==> config.mk <==
export PLATFORM = sky130hd
export DESIGN_NAME = slot_alloc96
export DESIGN_NICKNAME = d
export VERILOG_FILES = /design/src/rtl/slot_alloc96_pkg.sv /design/src/rtl/slot_alloc96_ffz96.sv /design/src/rtl/slot_alloc96.sv
export SDC_FILE = /design/constraint.sdc
export NUM_CORES = 1
export LEC_CHECK = 0
export CAP_MARGIN = 0
export CELL_PAD_IN_SITES_DETAIL_PLACEMENT = 0
export CELL_PAD_IN_SITES_GLOBAL_PLACEMENT = 1
export CORE_ASPECT_RATIO = 0.5
export CORE_MARGIN = 10
export CORE_UTILIZATION = 43
export CTS_CLUSTER_DIAMETER = 120
export DETAILED_ROUTE_END_ITERATION = 8
export MAX_ROUTING_LAYER = met4
export PLACE_DENSITY = 0.88
export SLEW_MARGIN = 20
export SYNTH_ARGS = -nofsm -noshare
export SYNTH_HDL_FRONTEND = slang
export SYNTH_SLANG_ARGS = --single-unit
==> constraint.sdc <==
create_clock -name clk_i -period 4.1 [get_ports clk_i]
set_clock_uncertainty 0.1 [all_clocks]
set_input_delay 1.23 -clock clk_i [delete_from_list [all_inputs] [get_ports clk_i]]
set_output_delay 1.23 -clock clk_i [all_outputs]
set_load 0.03 [all_outputs]
==> src/rtl/slot_alloc96_pkg.sv <==
// Shared constants and types for the 96-slot allocator.
// resv_map() builds the reset image of the slot map.
package slot_alloc96_pkg;

    localparam int NSLOTS = 96;
    localparam int SLOT_W = 7;

    typedef logic [SLOT_W-1:0] slot_idx_t;

    localparam slot_idx_t NONE_IDX   = 7'd127;
    localparam slot_idx_t NSLOTS_IDX = 7'd96;

    function automatic logic [NSLOTS-1:0] resv_map(input int unsigned n);
        logic [NSLOTS-1:0] m;
        m = '0;
        for (int i = 0; i < NSLOTS; i++) begin
            if (i < int'(n)) m[i] = 1'b1;
        end
        return m;
    endfunction

endpackage

==> src/rtl/slot_alloc96_ffz96.sv <==
// Find-first-zero over the 96-bit slot map, searching from bit 95 downward.
// Reports NONE_IDX when every slot is in use.
module ffz96
    import slot_alloc96_pkg::*;
(
    input  logic [NSLOTS-1:0] map,
    output slot_idx_t         idx
);

    // Ascending scan, so the last zero seen (highest index) wins.
    always_comb begin
        idx = NONE_IDX;
        for (int i = 0; i < NSLOTS; i++) begin
            if (!map[i]) idx = slot_idx_t'(i);
        end
    end

endmodule

==> src/rtl/slot_alloc96.sv <==
// 96-slot allocator: hands out the highest free slot with a one-cycle
// registered ack, accepts frees, and flags illegal frees stickily.
module slot_alloc96
    import slot_alloc96_pkg::*;
#(
    parameter int unsigned RESV = 0
)
(
    input  logic      rst_i,
    input  logic      clk_i,
    input  logic      alloc_req_i,
    output logic      alloc_ack_o,
    output slot_idx_t alloc_idx_o,
    input  logic      free_i,
    input  slot_idx_t free_idx_i,
    output logic      full_o,
    output logic      empty_o,
    output slot_idx_t count_o,
    output logic      err_o
);

    localparam logic [NSLOTS-1:0] RESV_MAP = resv_map(RESV);

    logic [NSLOTS-1:0] map;
    logic [NSLOTS-1:0] map_nxt;
    slot_idx_t         cand;
    slot_idx_t         count_nxt;
    logic              accept;
    logic              free_ok;
    logic              free_bad;

    ffz96 u_ffz (
        .map (map),
        .idx (cand)
    );

    // The search sees the pre-edge map, where a slot being freed is still
    // set, so it can never be handed out in the same cycle it is released.
    always_comb begin
        accept   = alloc_req_i && (cand != NONE_IDX) && !full_o;
        free_ok  = free_i && (free_idx_i < NSLOTS_IDX) && map[free_idx_i];
        free_bad = free_i && !free_ok;

        map_nxt = map;
        if (accept)  map_nxt[cand]       = 1'b1;
        if (free_ok) map_nxt[free_idx_i] = 1'b0;

        count_nxt = count_o;
        case ({accept, free_ok})
            2'b10:   count_nxt = count_o + 7'd1;
            2'b01:   count_nxt = count_o - 7'd1;
            default: count_nxt = count_o;
        endcase
    end

    always_ff @(posedge clk_i or posedge rst_i) begin
        if (rst_i) begin
            map         <= RESV_MAP;
            count_o     <= slot_idx_t'(RESV);
            alloc_ack_o <= 1'b0;
            alloc_idx_o <= '0;
            err_o       <= 1'b0;
            full_o      <= 1'b0;
            empty_o     <= (RESV == 0);
        end else begin
            map         <= map_nxt;
            count_o     <= count_nxt;
            alloc_ack_o <= accept;
            if (accept) alloc_idx_o <= cand;
            if (free_bad) err_o <= 1'b1;
            full_o      <= (count_nxt == NSLOTS_IDX);
            empty_o     <= (count_nxt == 7'd0);
        end
    end

endmodule
== Yosys cells after proc, flatten, opt, wreduce, memory -nomap -nowiden ==
Cells that the tools add are included.

* Reduce and logical (&&, ||, !) cells: 10
* Bitwise operators: 3
* Add/sub/neg operators: 2
* Magnitude comparators: 5
* Mux-type cells: 105
* Eq/ne operators: 4

{| class="wikitable"
|+ Operators by type and width
! kind !! number
|-
| 2-to-1 mux 7 bit || 96
|-
| 2-to-1 mux 96 bit || 2
|-
| AND 96 bit || 1
|-
| NOT 96 bit || 1
|-
| bitwise OR 96 bit || 1
|-
| < comparator 7 x 8 -> 1 bit (second input constant) || 2
|-
| demux 1 bit (select 7 bit) || 2
|-
| >= comparator 7 x 1 -> 1 bit (second input constant) || 2
|-
| case mux 7 bit (2 select lines) || 1
|-
| adder 7 x 1 -> 7 bit (second input constant) || 1
|-
| binary-select mux 1 bit (select 7 bit) || 1
|-
| == test 7 bit (second input constant) || 1
|-
| logical AND 1 bit || 7
|-
| zero test 7 bit || 1
|-
| < comparator 7 bit (second input constant) || 1
|-
| != test 7 bit (second input constant) || 1
|-
| subtractor 7 x 1 -> 7 bit (second input constant) || 1
|-
| 2-to-1 mux 1 bit || 3
|-
| == test 2 x 1 -> 1 bit (second input constant) || 1
|-
| == test 2 bit (second input constant) || 1
|-
| zero test 1 bit || 2
|}

* Register bits: 114
* Logic and storage cells: 136

== Logic depth before layout (Yosys ltp) ==
* Depth in word-level cells: 104
* Mapped depth: 22
* Mapped depth without buffers: 18

== Hierarchy ==
From an unflattened synthesis, not the netlist that was laid out.

* Cell total of the unflattened synthesis: 846
* Area, all modules: 7240.7 um^2

{| class="wikitable"
|+ Modules (own cells, without submodules)
! module !! area an instance (um^2) !! seq. area each (um^2) !! cells each !! times used
|-
| slot_alloc96 || 5992.0 || 2854.0 || 619 || 1
|-
| ffz96 || 1248.7 || 0.0 || 227 || 1
|}

== Worst setup path before layout ==
OpenSTA, ideal clock, no wires.

* Path kind: input -> register
* Start: input port free_idx_i[2]
* End: register full_o
* Stages: 21
* Slack: -1.309 ns
* Arrival time: 5.221 ns
* Buffers on the path: 4
* Path through: buf_2 > buf_2 > buf_2 > mux2_2 > a221oi_1 > o21a_1 > nor2_1 > mux2_2 > a211oi_1 > nor2b_1 > ha_1 > clkbuf_1 > xor2_1 > ha_1 > a21oi_1 > xor2_1 > nor2_1 > xor2_1 > or3_1 > nor3_1 > nor3b_1

* Longest elaborated chain between the ends: 6

{| class="wikitable"
|+ Ends and longest elaborated chain
! element !! RTL line !! RTL
|-
| from (decl) || slot_alloc96.sv:15 || <nowiki>input slot_idx_t free_idx_i,</nowiki>
|-
| binary-select mux 1 bit (select 7 bit) or < comparator 7 bit (tied branches) || slot_alloc96.sv:41 || <nowiki>free_ok = free_i && (free_idx_i < NSLOTS_IDX) && map[free_idx_i];</nowiki>
|-
| 2-to-1 mux 1 bit (implied by the code) or logical AND 1 bit (tied branches) || slot_alloc96.sv:41 ||
|-
| logical AND 1 bit (*) || slot_alloc96.sv:41 ||
|-
| == test 2 x 1 -> 1 bit or == test 2 bit (tied branches) || slot_alloc96.sv:49 || <nowiki>case ({accept, free_ok})</nowiki>
|-
| case mux 7 bit (2 select lines) (*) || slot_alloc96.sv:49 ||
|-
| named net count_nxt[2] || slot_alloc96.sv:27 || <nowiki>slot_idx_t count_nxt;</nowiki>
|-
| == test 7 bit (*) || slot_alloc96.sv:71 || <nowiki>full_o <= (count_nxt == NSLOTS_IDX);</nowiki>
|-
| to (signal assigned) || slot_alloc96.sv:71 ||
|-
| to (decl) || slot_alloc96.sv:16 || <nowiki>output logic full_o,</nowiki>
|}

Mark *: on every way through the listed nets, which the timed path passes. The rest lies on a longest branch. The select of a mux whose other input is x is not followed.
A chain may end at the register's enable or synchronous reset.

== Worst setup path after layout ==
* Start: input port free_idx_i[0]
* End: register full_o

The elaborated chain is that of the path after synthesis.

==> metrics.md <==
| Metric | Value |
|---|---|
| Run status | `finished, violations left` |
| Violations in the final reports | `setup timing` |
| Die footprint | `25000 µm²` |
| GPL Wtd Cong | `1.048` |
| Synth Warn # | `0` |
| Antenna violations before repair | `0` |
| Pin count of the biggest net entering global routing | `115` |
| Worst IR Drop VDD | `358.1 µV` |
| TritonCTS clock tree | `built` |
| Switching portion of total power | `0.4213` |
| Launching element type of the critical path | `input port` |
| Buffers added on ports | `28` |
| Clock Tree Buf Depth | `2` |
| First DRT Iteration DRCs | `1260` |
| Average cell area after synthesis | `8.575 µm²` |
| GR Layer Usage met2 | `0.4331` |
| Worst R2R End | `full_o` |
| Sink count of the clock tree | `114` |
| Internal power | `0.002866 W` |
| Worst endpoint required time | `4340 ps` |
| Height of the die | `116.9 µm` |
| Dominant synthesized flop cell | `sky130_fd_sc_hd__dfrtp_1` |
| Cell type with the highest aggregate area in the netlist | `sky130_fd_sc_hd__dfrtp_1` |
| Slowest cell on the critical path | `sky130_fd_sc_hd__a221o_1` |
| Final Hold Vio Count | `0` |
| Post-synthesis to final-layout area growth | `36.59%` |
| Max-slew violation total from the final report | `0` |
| Wirelength per Cell | `27.45 µm` |
| Layout Cells excl Fill | `1406` |
| Max transition margin | `0.4273` |
| Worst R2R Path Depth | `19` |
| First-pass detailed-route iteration total | `7` |
| Comb power frac | `0.423` |
| Vias in the first global route | `8706` |
| Io pins | `29` |
| CTS H-tree depth | `4` |
| Worst hold stages | `1` |
| Count of flip-flops with a built-in enable after synthesis | `0` |
| Max Cap Violations | `0` |
| Kind of end point of the critical path | `flip-flop` |
| Setup-failing EPs final | `6` |
| Area of the mapped netlist | `8078 µm²` |
| CP max FO | `8` |
| Register-to-register path setup slack | `50 ps` |
| Final antenna diode count | `0` |
| Min cycle time layout | `4766 ps` |
| Launch point of the critical path | `free_idx_i[0]` |
| Initial Util | `0.4381` |
| Crit-path max cell delay | `420 ps` |
| Reg-to-Reg Start | `map[15]` |
| Routed wire length | `38590 µm` |
| Routed via count divided by cell count | `6.681` |
| Measured slew at the worst slew-check pin | `837.4 ps` |
| Worst path setup slack after routing | `-666.3 ps` |
| Share of total power in sequential cells | `0.276` |
| Proportion of register bits with asynchronous set or reset after synthesis | `1.000` |
| Floorplan die width | `213.8 µm` |
| Area contributors post-synth | `sky130_fd_sc_hd__dfrtp_1 (35%), sky130_fd_sc_hd__a21oi_1 (5.1%), sky130_fd_sc_hd__nor2_1 (3.3%), sky130_fd_sc_hd__a31oi_1 (3.3%), sky130_fd_sc_hd__nand2_1 (3.2%)` |
| Post-synthesis sequential element count | `114` |
| Period utilisation layout | `1.163` |
| Power density over the cells | `448.8 nW/µm²` |
| Fraction of layout cells with a size suffix above 1 | `0.2999` |
| Combined buffer and inverter count along the critical path | `4` |
| Net Switching | `0.002086 W` |
| Global routing usage summed across all routing layers | `0.3165` |
| Post-synthesis sequential area ratio | `0.3533` |
| Synth top area share | `0.3501` |
| Max Freq | `0.2098 GHz` |
| First-pass GRT wire length | `56610 µm` |
| Nets@finish | `1149` |
| CP Data Arrival Time | `5010 ps` |
| Core Rows | `35` |
| Count of cell types in the netlist | `91` |
| Depth of the critical timing path with buffers and inverters included | `22` |
| Busiest layer in global routing | `met1` |
| Start-to-end type of the worst setup path | `input port to flip-flop` |
| Overall via count from detail_route | `9393` |
| Endpoint of the worst setup timing path | `full_o` |
| Worst Setup Slack post-DPL | `-1563 ps` |
| Clk Tree Root Cell | `sky130_fd_sc_hd__clkbuf_16` |
| Reported leakage power | `4.555 nW` |
| Min-delay worst type | `flip-flop to flip-flop` |
| Met1 layer usage reported by global route | `0.4365` |
| Cell family with the largest share of critical-path delay | `simple AND/OR/NAND/NOR gates` |
| Cell count after synthesis | `942` |
| Cell count after placement | `1349` |
| Register clock-pin slew on the reported worst setup and hold paths | `60 ps` |
| Congestion Overflow GR | `0` |
| Core Region | `18440 µm²` |
| Most common cell after layout, fill and taps aside | `sky130_fd_sc_hd__buf_4` |
| Clk pwr share | `0.301` |
| Most used cells in the layout excluding fill and tap cells | `sky130_fd_sc_hd__buf_4 (188), sky130_fd_sc_hd__dfrtp_1 (113), sky130_fd_sc_hd__a21oi_1 (80)` |
| Post-layout util | `0.5984` |
| Detailed Place HPWL | `28010 µm` |
| Met3 Usage GRT | `0.09702` |
| Number of routed nets with antenna violations | `0` |
| Cell-by-cell trace of the critical path | `buf_8 > buf_12 > buf_6 > and3b_2 > a221o_1 > a2111oi_4 > a221oi_2 > mux2i_1 > nor3b_2 > a211oi_2 > buf_4 > nor2b_4 > ha_4 > xor2_2 > ha_2 > a21oi_2 > xor2_1 > nor2_1 > xor2_1 > or3_4 > nor3_4 > nor3b_2` |
| CTS Buf Count | `17` |
| Setup repair after global routing missed its margin | `yes` |
| Synth Net Count | `956` |
| Insertion delay to the later sink of the worst-skew pair | `430 ps` |
| Setup total negative slack | `-3126 ps` |
| Count of unresolved DRC violations after routing | `0` |
==> power by group through the flow <==
stage / Clock [W] / Sequential, W / Combinational, W
after floorplan: 0 / 0.00147 / 0.000888
after global placement: 0 / 0.00137 / 0.00190
after detailed placement: 0 / 0.00137 / 0.00190
after CTS: 0.00149 / 0.00136 / 0.00197
after global routing: 0.00153 / 0.00138 / 0.00215
final: 0.00149 / 0.00137 / 0.00210
==> kinds of logic (layout without fill, tap and decap cells) <==
group                    Yosys count  count (layout)  synth area share
AO/OA/AOI/OAI                    324             324            0.2768
XOR/XNOR                          10              10           0.01084
adder cells (fa/ha/maj)            3               3          0.004647
buffers and inverters            110             315           0.06103
flip-flops                       114             114            0.3533
multiplexers                      23              23           0.03934
AND/OR/NAND/NOR                  358             358            0.2540
==> Yosys cell counts (all sizes together), types with 18 or more instances <==
cell type	count
nand3	31
inv	46
a41oi	18
nor2	73
nor2b	19
clkbuf	26
nor3	22
nand4	39
a31oi	43
a21oi	82
dfrtp	113
nand2	70
buf	35
o21ai	56
==> per-stage QoR <==
stage / instance area, µm² / power [W] / hold WS (ps)
CTS: 10920 / 0.004815 / 366.4
finish: 11030 / 0.004952 / 357.8
floorplan: 8202 / 0.002358 / 420.2
detailed placement: 9913 / 0.003270 / 348.8
global route: 11030 / 0.005066 / 399.6
global placement: 9913 / 0.003267 / 344.7
==> registers in the layout, indices dropped and copies added (netlist names) <==
signal / count
map: 96
alloc_idx_o: 7
count_o: 7
alloc_ack_o: 1
empty_o: 1
err_o: 1
full_o: 1
==> metal layers <==
layer,vias to the layer above,part of all wire
met5,-,0
met4,0,0.029
met3,99,0.14
met2,760,0.40
met1,4532,0.43
li1,4002,-
==> worst min path at each step <==
stage               slack [ps]    from     end
floorplan                  420  map[4]  map[4]
global placement           340   err_o   err_o
detailed placement         350   err_o   err_o
CTS                        370   err_o   err_o
global route               400   err_o   err_o
finish                     360   err_o   err_o
==> area by class of cell <==
type,count,area [µm²]
fill,1631,7403
multi-input combinational,718,5042
tap,259,324.1
timing repair buffer,235,2049
clock buffer,20,456.7
inverter,49,193.9
sequential,114,2854
clock inverter,11,112.6
==> repair_timing <==
action	CTS	global route
buffers inserted	19	4
gates cloned	4	0
gates resized for setup	65	17
pin swaps	29	18
setup endpoints to repair	9	7
endpoints found under the hold margin	0	0
hold buffers	0	0
Note: power is estimated with default switching activity, not from simulation.
